`src/rtl/sha256_pkg.sv`:
```
// SHA-256 shared types, constants and round primitives.
package sha256_pkg;

  localparam int unsigned ROUNDS = 64;
  localparam int unsigned WORD_W = 32;

  typedef logic [7:0][WORD_W-1:0]  HashState;   // [7]=a/H0 ... [0]=h/H7
  typedef logic [15:0][WORD_W-1:0] Chunk;       // [15]=W0 ... [0]=W15
  typedef enum logic [1:0] {RESET, IDLE, UPDATE, DONE} ShaState;

  // Packed so that K[63] is the round-0 constant
  localparam logic [63:0][WORD_W-1:0] K = {
    32'h428a2f98, 32'h71374491, 32'hb5c0fbcf, 32'he9b5dba5, 32'h3956c25b, 32'h59f111f1, 32'h923f82a4, 32'hab1c5ed5,
    32'hd807aa98, 32'h12835b01, 32'h243185be, 32'h550c7dc3, 32'h72be5d74, 32'h80deb1fe, 32'h9bdc06a7, 32'hc19bf174,
    32'he49b69c1, 32'hefbe4786, 32'h0fc19dc6, 32'h240ca1cc, 32'h2de92c6f, 32'h4a7484aa, 32'h5cb0a9dc, 32'h76f988da,
    32'h983e5152, 32'ha831c66d, 32'hb00327c8, 32'hbf597fc7, 32'hc6e00bf3, 32'hd5a79147, 32'h06ca6351, 32'h14292967,
    32'h27b70a85, 32'h2e1b2138, 32'h4d2c6dfc, 32'h53380d13, 32'h650a7354, 32'h766a0abb, 32'h81c2c92e, 32'h92722c85,
    32'ha2bfe8a1, 32'ha81a664b, 32'hc24b8b70, 32'hc76c51a3, 32'hd192e819, 32'hd6990624, 32'hf40e3585, 32'h106aa070,
    32'h19a4c116, 32'h1e376c08, 32'h2748774c, 32'h34b0bcb5, 32'h391c0cb3, 32'h4ed8aa4a, 32'h5b9cca4f, 32'h682e6ff3,
    32'h748f82ee, 32'h78a5636f, 32'h84c87814, 32'h8cc70208, 32'h90befffa, 32'ha4506ceb, 32'hbef9a3f7, 32'hc67178f2};

  localparam HashState H = {
    32'h6a09e667, 32'hbb67ae85, 32'h3c6ef372, 32'ha54ff53a,
    32'h510e527f, 32'h9b05688c, 32'h1f83d9ab, 32'h5be0cd19};

  function automatic logic [WORD_W-1:0] rightRotate32(input logic [WORD_W-1:0] x, input int unsigned n);
    return (x >> n) | (x << (WORD_W - n));
  endfunction

  function automatic logic [WORD_W-1:0] rightShift(input logic [WORD_W-1:0] x, input int unsigned n);
    return x >> n;
  endfunction

  function automatic logic [WORD_W-1:0] bigSigma0(input logic [WORD_W-1:0] x);
    return rightRotate32(x, 2) ^ rightRotate32(x, 13) ^ rightRotate32(x, 22);
  endfunction

  function automatic logic [WORD_W-1:0] bigSigma1(input logic [WORD_W-1:0] x);
    return rightRotate32(x, 6) ^ rightRotate32(x, 11) ^ rightRotate32(x, 25);
  endfunction

  function automatic logic [WORD_W-1:0] smallSigma0(input logic [WORD_W-1:0] x);
    return rightRotate32(x, 7) ^ rightRotate32(x, 18) ^ rightShift(x, 3);
  endfunction

  function automatic logic [WORD_W-1:0] smallSigma1(input logic [WORD_W-1:0] x);
    return rightRotate32(x, 17) ^ rightRotate32(x, 19) ^ rightShift(x, 10);
  endfunction

  function automatic logic [WORD_W-1:0] ch(input logic [WORD_W-1:0] e, input logic [WORD_W-1:0] f,
                                           input logic [WORD_W-1:0] g);
    return (e & f) ^ (~e & g);
  endfunction

  function automatic logic [WORD_W-1:0] maj(input logic [WORD_W-1:0] a, input logic [WORD_W-1:0] b,
                                            input logic [WORD_W-1:0] c);
    return (a & b) ^ (a & c) ^ (b & c);
  endfunction

  function automatic HashState shaRound(input HashState s, input logic [WORD_W-1:0] k,
                                        input logic [WORD_W-1:0] w);
    logic [WORD_W-1:0] t1, t2;
    t1 = s[0] + bigSigma1(s[3]) + ch(s[3], s[2], s[1]) + k + w;
    t2 = bigSigma0(s[7]) + maj(s[7], s[6], s[5]);
    return {t1 + t2, s[7], s[6], s[5], s[4] + t1, s[3], s[2], s[1]};
  endfunction

endpackage

```
`src/rtl/sha256_compress_core_if.sv`:
```
// Chunk-in / digest-out handshake bundle of the compression core.
interface sha256_compress_core_if;
  import sha256_pkg::*;

  logic     chunk_valid;
  logic     chunk_ready;
  Chunk     chunk_data;
  logic     chunk_first;
  logic     digest_valid;
  logic     digest_ready;
  HashState digest;
  logic     busy;

  modport master (output chunk_valid, chunk_data, chunk_first, digest_ready,
                  input  chunk_ready, digest_valid, digest, busy);
  modport slave  (input  chunk_valid, chunk_data, chunk_first, digest_ready,
                  output chunk_ready, digest_valid, digest, busy);
endinterface

```
`src/rtl/sha256_msg_schedule.sv`:
```
// 16-word sliding message-schedule window; yields ROUNDS_PER_CYCLE W words per cycle.
module sha256_msg_schedule
  import sha256_pkg::*;
#(
  parameter int unsigned ROUNDS_PER_CYCLE = 1
) (
  input  logic                                   clk,
  input  logic                                   rst,
  input  logic                                   i_load,
  input  logic                                   i_shift,
  input  Chunk                                   i_chunk,
  output logic [ROUNDS_PER_CYCLE-1:0][WORD_W-1:0] o_w_c
);

  Chunk r_win;
  Chunk w_win_nxt;

  // ext[j] = W[t+j]; words beyond the window are expanded on the fly
  always_comb begin
    logic [WORD_W-1:0] ext [16+ROUNDS_PER_CYCLE];
    for (int unsigned j = 0; j < 16; j++) ext[j] = r_win[15-j];
    for (int unsigned i = 0; i < ROUNDS_PER_CYCLE; i++) begin
      ext[16+i] = smallSigma1(ext[14+i]) + ext[9+i] + smallSigma0(ext[1+i]) + ext[i];
    end
    for (int unsigned i = 0; i < ROUNDS_PER_CYCLE; i++) o_w_c[i] = ext[i];
    for (int unsigned j = 0; j < 16; j++) w_win_nxt[15-j] = ext[j+ROUNDS_PER_CYCLE];
  end

  always_ff @(posedge clk or posedge rst) begin
    if (rst)          r_win <= '0;
    else if (i_load)  r_win <= i_chunk;
    else if (i_shift) r_win <= w_win_nxt;
  end

endmodule

```
`src/rtl/sha256_compress_core.sv`:
```
// Iterative SHA-256 compression engine, ROUNDS_PER_CYCLE rounds per clock, chained HashState.
module sha256_compress_core
  import sha256_pkg::*;
#(
  parameter int unsigned ROUNDS_PER_CYCLE = 1
) (
  input logic                   clk,
  input logic                   rst,
  sha256_compress_core_if.slave bus
);

  localparam int unsigned CNT_W      = 7;
  localparam int unsigned LAST_ROUND = ROUNDS - ROUNDS_PER_CYCLE;

  if (!(ROUNDS_PER_CYCLE == 1 || ROUNDS_PER_CYCLE == 2 ||
        ROUNDS_PER_CYCLE == 4 || ROUNDS_PER_CYCLE == 8)) begin : g_bad_rounds
    $error("sha256_compress_core: ROUNDS_PER_CYCLE must be 1, 2, 4 or 8");
  end

  ShaState                               r_state, w_state_nxt;
  HashState                              r_chain, r_vars, w_vars_nxt, w_feedfwd;
  logic [CNT_W-1:0]                      r_round;
  logic                                  r_chunk_ready, r_digest_valid, r_busy;
  logic                                  w_accept, w_last;
  logic [ROUNDS_PER_CYCLE-1:0][WORD_W-1:0] w_w;

  assign w_accept = (r_state == IDLE) && bus.chunk_valid;
  assign w_last   = (r_state == UPDATE) && (r_round == CNT_W'(LAST_ROUND));

  sha256_msg_schedule #(.ROUNDS_PER_CYCLE(ROUNDS_PER_CYCLE)) u_sched (
    .clk     (clk),
    .rst     (rst),
    .i_load  (w_accept),
    .i_shift (r_state == UPDATE),
    .i_chunk (bus.chunk_data),
    .o_w_c   (w_w)
  );

  // Next state
  always_comb begin
    w_state_nxt = r_state;
    case (r_state)
      RESET:   w_state_nxt = IDLE;
      IDLE:    if (w_accept) w_state_nxt = UPDATE;
      UPDATE:  if (w_last) w_state_nxt = DONE;
      DONE:    if (bus.digest_ready) w_state_nxt = IDLE;
      default: w_state_nxt = RESET;
    endcase
  end

  // Handshake flags are registered off the next state so they track the FSM exactly
  always_ff @(posedge clk or posedge rst) begin
    if (rst) begin
      r_state        <= RESET;
      r_chunk_ready  <= 1'b0;
      r_digest_valid <= 1'b0;
      r_busy         <= 1'b0;
    end else begin
      r_state        <= w_state_nxt;
      r_chunk_ready  <= (w_state_nxt == IDLE);
      r_digest_valid <= (w_state_nxt == DONE);
      r_busy         <= (w_state_nxt == UPDATE) || (w_state_nxt == DONE);
    end
  end

  // Combinationally chained rounds for this cycle, plus the feed-forward sum
  always_comb begin
    HashState v;
    v = r_vars;
    for (int unsigned i = 0; i < ROUNDS_PER_CYCLE; i++) begin
      v = shaRound(v, K[6'(ROUNDS - 1) - 6'(r_round) - 6'(i)], w_w[i]);
    end
    w_vars_nxt = v;
    for (int unsigned i = 0; i < 8; i++) w_feedfwd[i] = r_chain[i] + v[i];
  end

  always_ff @(posedge clk or posedge rst) begin
    if (rst) begin
      r_chain <= H;
      r_vars  <= '0;
      r_round <= '0;
    end else if (w_accept) begin
      r_vars  <= bus.chunk_first ? H : r_chain;
      r_round <= '0;
      if (bus.chunk_first) r_chain <= H;
    end else if (r_state == UPDATE) begin
      r_vars  <= w_vars_nxt;
      r_round <= r_round + CNT_W'(ROUNDS_PER_CYCLE);
      if (w_last) r_chain <= w_feedfwd;
    end
  end

  assign bus.chunk_ready  = r_chunk_ready;
  assign bus.digest_valid = r_digest_valid;
  assign bus.digest       = r_chain;
  assign bus.busy         = r_busy;

endmodule

```
`src/flat_wrapper.sv`:
```
// flat-port wrapper written by rule: the top's interface ports become plain ports
module sha256_compress_core_flat import sha256_pkg::*;
#(
  parameter int unsigned ROUNDS_PER_CYCLE = 1
)
  (clk, rst, bus_chunk_valid, bus_chunk_data, bus_chunk_first, bus_digest_ready, bus_chunk_ready, bus_digest_valid, bus_digest, bus_busy);
  sha256_compress_core_if bus_i ();
  input logic clk;
  input logic rst;
  input wire logic [$bits(bus_i.chunk_valid)-1:0] bus_chunk_valid;
  input wire logic [$bits(bus_i.chunk_data)-1:0] bus_chunk_data;
  input wire logic [$bits(bus_i.chunk_first)-1:0] bus_chunk_first;
  input wire logic [$bits(bus_i.digest_ready)-1:0] bus_digest_ready;
  output wire logic [$bits(bus_i.chunk_ready)-1:0] bus_chunk_ready;
  output wire logic [$bits(bus_i.digest_valid)-1:0] bus_digest_valid;
  output wire logic [$bits(bus_i.digest)-1:0] bus_digest;
  output wire logic [$bits(bus_i.busy)-1:0] bus_busy;
  assign bus_i.chunk_valid = bus_chunk_valid;
  assign bus_i.chunk_data = bus_chunk_data;
  assign bus_i.chunk_first = bus_chunk_first;
  assign bus_i.digest_ready = bus_digest_ready;
  assign bus_chunk_ready = bus_i.chunk_ready;
  assign bus_digest_valid = bus_i.digest_valid;
  assign bus_digest = bus_i.digest;
  assign bus_busy = bus_i.busy;
  sha256_compress_core #(.ROUNDS_PER_CYCLE(ROUNDS_PER_CYCLE)) u_core (.clk(clk), .rst(rst), .bus(bus_i));
endmodule
```
`config.mk`:
```
export PLATFORM = sky130hd
export DESIGN_NAME = sha256_compress_core_flat
export DESIGN_NICKNAME = d
export VERILOG_FILES = /design/src/rtl/sha256_pkg.sv /design/src/rtl/sha256_compress_core_if.sv /design/src/rtl/sha256_msg_schedule.sv /design/src/rtl/sha256_compress_core.sv /design/src/flat_wrapper.sv
export SDC_FILE = /design/constraint.sdc
export NUM_CORES = 2
export LEC_CHECK = 0
export CAP_MARGIN = 40
export CORE_MARGIN = 2
export CORE_UTILIZATION = 37
export CTS_CLUSTER_SIZE = 30
export DETAILED_ROUTE_END_ITERATION = 8
export PLACE_DENSITY = 0.7
export SLEW_MARGIN = 10
export SYNTH_ARGS = -nofsm -noshare
export SYNTH_HDL_FRONTEND = slang
export SYNTH_SLANG_ARGS = --single-unit
```
`constraint.sdc`:
```
create_clock -name clk -period 40.4 [get_ports clk]
set_clock_uncertainty 0.15 [all_clocks]
set_input_delay 10.1 -clock clk [delete_from_list [all_inputs] [get_ports clk]]
set_output_delay 10.1 -clock clk [all_outputs]
set_load 0.02 [all_outputs]
```
# Word-level counts from Yosys, hierarchy flattened
# Memories as Yosys holds them, arrays and structs flattened.
# Cells that the tools add are included.
[classes]
n_bitwise = 27
n_eq_ne = 7
reduce_logical = 7
n_mux = 15
n_lt_le_gt_ge = 1
n_addsub = 20
[op_table]
columns = ["op", "n"]
rows = [
  ["two-way mux 256 bit", 6],
  ["two-way mux 512 bit", 2],
  ["adder 32 bit", 18],
  ["bitwise XOR 32 bit", 9],
  ["AND 32 bit", 5],
  ["two-way mux 32 bit", 1],
  ["NOT 32 bit", 1],
  ["bitwise OR 10 x 32 -> 32 bit", 1],
  ["bitwise OR 13 x 32 -> 32 bit", 1],
  ["bitwise OR 14 x 32 -> 32 bit", 1],
  ["bitwise OR 15 x 32 -> 32 bit", 1],
  ["bitwise OR 19 x 32 -> 32 bit", 1],
  ["bitwise OR 21 x 32 -> 32 bit", 1],
  ["bitwise OR 25 x 32 -> 32 bit", 1],
  ["bitwise OR 26 x 32 -> 32 bit", 1],
  ["bitwise OR 30 x 32 -> 32 bit", 1],
  ["bitwise OR 7 x 32 -> 32 bit", 1],
  ["bitwise XOR 32 x 22 -> 32 bit", 1],
  ["bitwise XOR 32 x 29 -> 32 bit", 1],
  ["two-way mux 7 bit", 2],
  ["equality test 2 bit (second input constant)", 4],
  ["case mux 2 bit (4 select lines)", 1],
  ["adder 7 x 1 -> 7 bit (second input constant)", 1],
  ["equality test 7 x 6 -> 1 bit (second input constant)", 1],
  ["9 further kinds", 14],
]
[totals]
input_bits = 517
register_bits = 1036
out_inout_bits = 259
rom_bits = 2048
elab_cells = 115
mem_count = 1
[mem_list]
columns = ["name", "words", "width", "rd", "rd_ports_with_merged_regs", "write_ports", "line", "text"]
rows = [
  ["(no name shown)", 64, 32, 1, 0, 0, "sha256_compress_core.sv:71", "v = shaRound(v, K[6'(ROUNDS - 1) - 6'(r_round) - 6'(i)], w_w[i]);"],
]

# Depth between registers and ports, before layout
[depth]
depth_word = 12
mapped_depth = 52
mapped_depth_nobuf = 49

# Modules after synthesis
# From an unflattened synthesis, not the netlist that was laid out.
[unflattened]
cells_unflattened = 8212
area_unflattened_um2 = 72563.3
[modules_own_cells]
columns = ["module", "cells_per_inst", "n_inst", "seq_area_each_um2", "area_each_um2"]
rows = [
  ["sha256_compress_core", 5440, 1, 13282.7, 44873.0],
  ["sha256_msg_schedule", 2772, 1, 12812.3, 27690.3],
]

# Least setup slack after synthesis
# Ideal clock, no wire load.
[synth_path]
path_kind = "input to register"
start = "in bus_chunk_valid"
end = "reg u_core.r_vars[107] (netlist name)"
arrival_time_ps = 11373
n_path_buf = 3
cell_stages = 7
required_time_ps = 40167
setup_ps = 83
setup_slack_ps = 28795
cell_sequence = "and3_1 clkbuf_1 nor2_1 clkbuf_1 clkbuf_1 nand2_1 o21ai_0"
[synth_via]
elab_chain_len = 2
elab_cells_between_ends = 3
classes_between = "mux: 1; reduce/logical: 2"
[synth_lines]
columns = ["element", "line", "text"]
rows = [
  ["start, declared", "flat_wrapper.sv:10", "input wire logic [$bits(bus_i.chunk_valid)-1:0] bus_chunk_valid;"],
  ["logical AND 1 bit (*)", "sha256_compress_core.sv:27", "assign w_accept = (r_state == IDLE) && bus.chunk_valid;"],
  ["two-way mux 256 bit or nonzero test 2 bit (tied branches)", "n/a", ""],
  ["end signal, assigned", "sha256_compress_core.sv:83", "r_vars <= bus.chunk_first ? H : r_chain;"],
  ["end signal, assigned", "sha256_compress_core.sv:87", "r_vars <= w_vars_nxt;"],
  ["end, declared", "sha256_compress_core.sv:21", "HashState r_chain, r_vars, w_vars_nxt, w_feedfwd;"],
]
# Mark *: on every way between the ends. The rest lies on a longest branch, timed or not.
# A chain may end at the register's enable or synchronous reset.

==> run_results.csv <==
group,metric,value,unit
worst_hold_path,holdCritPathClass,"reg -> reg",
worst_setup_path,required,41.15,ns
clock_network,cts-root-buf,"clkbuf_16",
clock_network,clock_latency,0.82,ns
clock_network,cts_resized,0,
clock_network,clk_pin_slew,0.06,ns
run_status,status,"finished clean",
clock_network,cts.htree.levels,3,
die,core-area,192000,sq um
worst_setup_path,path_class,"in -> async",
yosys,synth_fp_nets,9419,
detailed_routing,dr_total_vias,67638,
worst_setup_path,worst_r2r_path_depth,45,
worst_setup_path,cp-start-kind,"input port",
placed_design,dpl_worst_slack,26.03,ns
yosys,synth_cell_type_count,105,
die,die_x,443,um
sta,setup_violations,0,
die,start_util,37.2,%
sta,drv_slew,0,
placed_design,place.gp.congestion,1.00,
clock_network,cts_setup_buffers,0,
run,max_cap_viol_count,0,
detailed_routing,drtIter0Drc,8254,
clock_network,ctsLongestPathBuffers,3,
worst_setup_path,r2r_start,"u_core.r_round[0]$_DFFE_PP0P_",
yosys,async_flop_share,100,%
global_route,grt_pass1_vias,64192,
worst_setup_path,path_max_fanout,92,
sta,post-route-min-period,13.44,ns
worst_setup_path,cp-end-kind,"asynchronous set/reset pin",
global_route,grt_remaining_overflow,0,
die,num_rows,161,
global_route,grt_max_degree,237,
detailed_routing,dr.pass1.iters,6,
sta,rsz0062_at_grt,"no",
worst_setup_path,r2r_setup_slack,28.21,ns
global_route,track_usage,30.5,%
yosys,syn_inst,8308,
sta,fin_setup_tns,0,ns
finish,utilization,44.8,%
die,fp.dieArea,196000,sq um
clock_network,tritoncts,"built",
worst_setup_path,r2r-end,"u_core.bus.digest[255]$_DFFE_PP0P_",
detailed_routing,wl,310000,um
worst_setup_path,cp.arrival,14.19,ns
sta,hold_viol,0,
worst_hold_path,hold_path_depth,2,
yosys,synth_ff_type,"dfrtp_1",
clock_network,cts_made_buffers,120,
clock_network,clock-sinks,1036,
detailed_routing,postRouteAntennaNets,0,
placed_design,dp_cells,11142,
die,io_pins,776,
finish,layout-drive-gt1-share,6.12,%
finish,final_cells,11425,
finish,fill_cells,18532,
worst_hold_path,min_to,"u_core.u_sched.r_win[120]$_DFFE_PP0P_",
yosys,yosys_warnings,0,
detailed_routing,via_per_inst,5.92,
yosys,yosys.area.top_type,"dfrtp_1",
global_route,antenna_found_initial,67,
sta,slew_headroom,20.6,%
yosys,synth_most_common_cell,"nand2_1",
detailed_routing,wl_per_cell,27.1,um
worst_hold_path,min_from,"u_core.u_sched.r_win[88]$_DFFE_PP0P_",
yosys,syn_area,71300,sq um
clock_network,hold_buffers,0,
sta,fin_ws,26.96,ns
yosys,synth_area_per_cell,8.59,sq um
yosys,synth_top_area_share,31.6,%
detailed_routing,route.detailed.drc,0,
yosys,ys_ff_latch,1036,
yosys,synthTopCellsByCount,"nand2_1 (1657), dfrtp_1 (900), a21oi_1 (580)",
sta,worstMarginPinSlew,1.19,ns
finish,area.growth.synth_to_final,20.5,%
yosys,synthTopCellsByArea,"dfrtp_1 (32%), nand2_1 (8.7%), ha_1 (7.0%), fa_1 (5.5%), a22oi_1 (5.2%)",
placed_design,portBuffers,775,
die,fp.dieH,443,um
global_route,grt_pass1_wl,445000,um
yosys,synth_edf_count,0,
sta,clock.fmax,0.0744,GHz
sta,min_period_over_period,33.3,%
yosys,synth_seq_area_share,36.6,%
finish,nNetsFinal,9850,
placed_design,hpwl,233000,um
through the flow:
stage,hold WS [ns],instance area [sq um]
global placement,0.308,80900
CTS,0.259,85800
detailed placement,0.313,81400
floorplan,0.297,71300
global route,0.305,85900
finish,0.250,85900
area by class of cell:
cell class / instances / area [sq um] / area share [%]
antenna: 53 / 133 / 0.154
clock inverter: 55 / 807 / 0.939
multi-input combinational: 6286 / 41600 / 48.4
tap: 2526 / 3160 / 3.68
inverter: 401 / 1520 / 1.77
sequential: 1036 / 26100 / 30.4
clock buffer: 174 / 3540 / 4.12
timing repair buffer: 894 / 9080 / 10.6
metal layers:
metal / up-vias / global-route usage, % / wire, um
li1: 30006 / - / -
met1: 33312 / 39.8 / 123000
met2: 3557 / 46.4 / 137000
met3: 727 / 6.95 / 29600
met4: 36 / 17.5 / 19700
met5: - / 0 / 239
logic make-up after synthesis:
group                    Yosys count  share of synthesized area (%)
AND/OR/NAND/NOR                 2612                           15.5
AO/OA/AOI/OAI                   2432                           22.0
flip-flops                      1036                           36.6
buffers and inverters            986                           5.20
adder cells (fa/ha/maj)          599                           12.5
XOR/XNOR                         567                           6.98
multiplexers                      76                           1.15
placed cells by master (no fill, tap or decap), drive strengths merged, types with 40 or more instances in the layout:
cell,count
clkdlybuf4s50,774
a21o,170
diode,53
o211ai,94
nand2b,57
and3,52
a21oi,582
a22oi,492
mux2i,64
inv,404
nand2,1657
a31oi,259
buf,120
a211oi,45
dfrtp,900
nor3,222
o21bai,61
ha,399
dfstp,136
clkbuf,174
nor2,266
nor2b,42
xor2,192
nand3,195
o21ai,464
fa,195
o21a,51
o31ai,40
xnor2,374
sequential cells by signal (all words and copies together), names as in the netlist:
signal and count:
u_core.u_sched.r_win 480, u_core.bus.digest 256, u_core.r_vars 256, u_core.u_sched.o_w_c 32, u_core.r_round 7, u_core.r_state 2
u_core.bus.busy 1, u_core.bus.chunk_ready 1, u_core.bus.digest_valid 1
worst max path at each step:
stage,depth (start not counted),end,from,slack (ns)
floorplan,1,u_core.bus.busy$_DFF_PP0_,rst,1.22
global placement,6,u_core.r_vars[226]$_DFFE_PP0P_,rst,25.69
detailed placement,8,u_core.bus.digest[186]$_DFFE_PP1P_,rst,26.03
CTS,8,u_core.bus.digest[161]$_DFFE_PP1P_,rst,26.88
global route,8,u_core.bus.digest[161]$_DFFE_PP1P_,rst,26.51
finish,8,u_core.bus.digest[161]$_DFFE_PP1P_,rst,26.96
worst max-delay path, stage by stage:
cell and delay, ns:
clkdlybuf4s50_1 0.49, inv_8 0.51, buf_4 0.70, buf_4 0.76, buf_4 0.41, buf_16 0.27
buf_4 0.39, buf_16 0.29
Power is left out: the tool's default activity adds up to more than one toggle a clock period on the data nets, which glitch-free logic cannot reach.
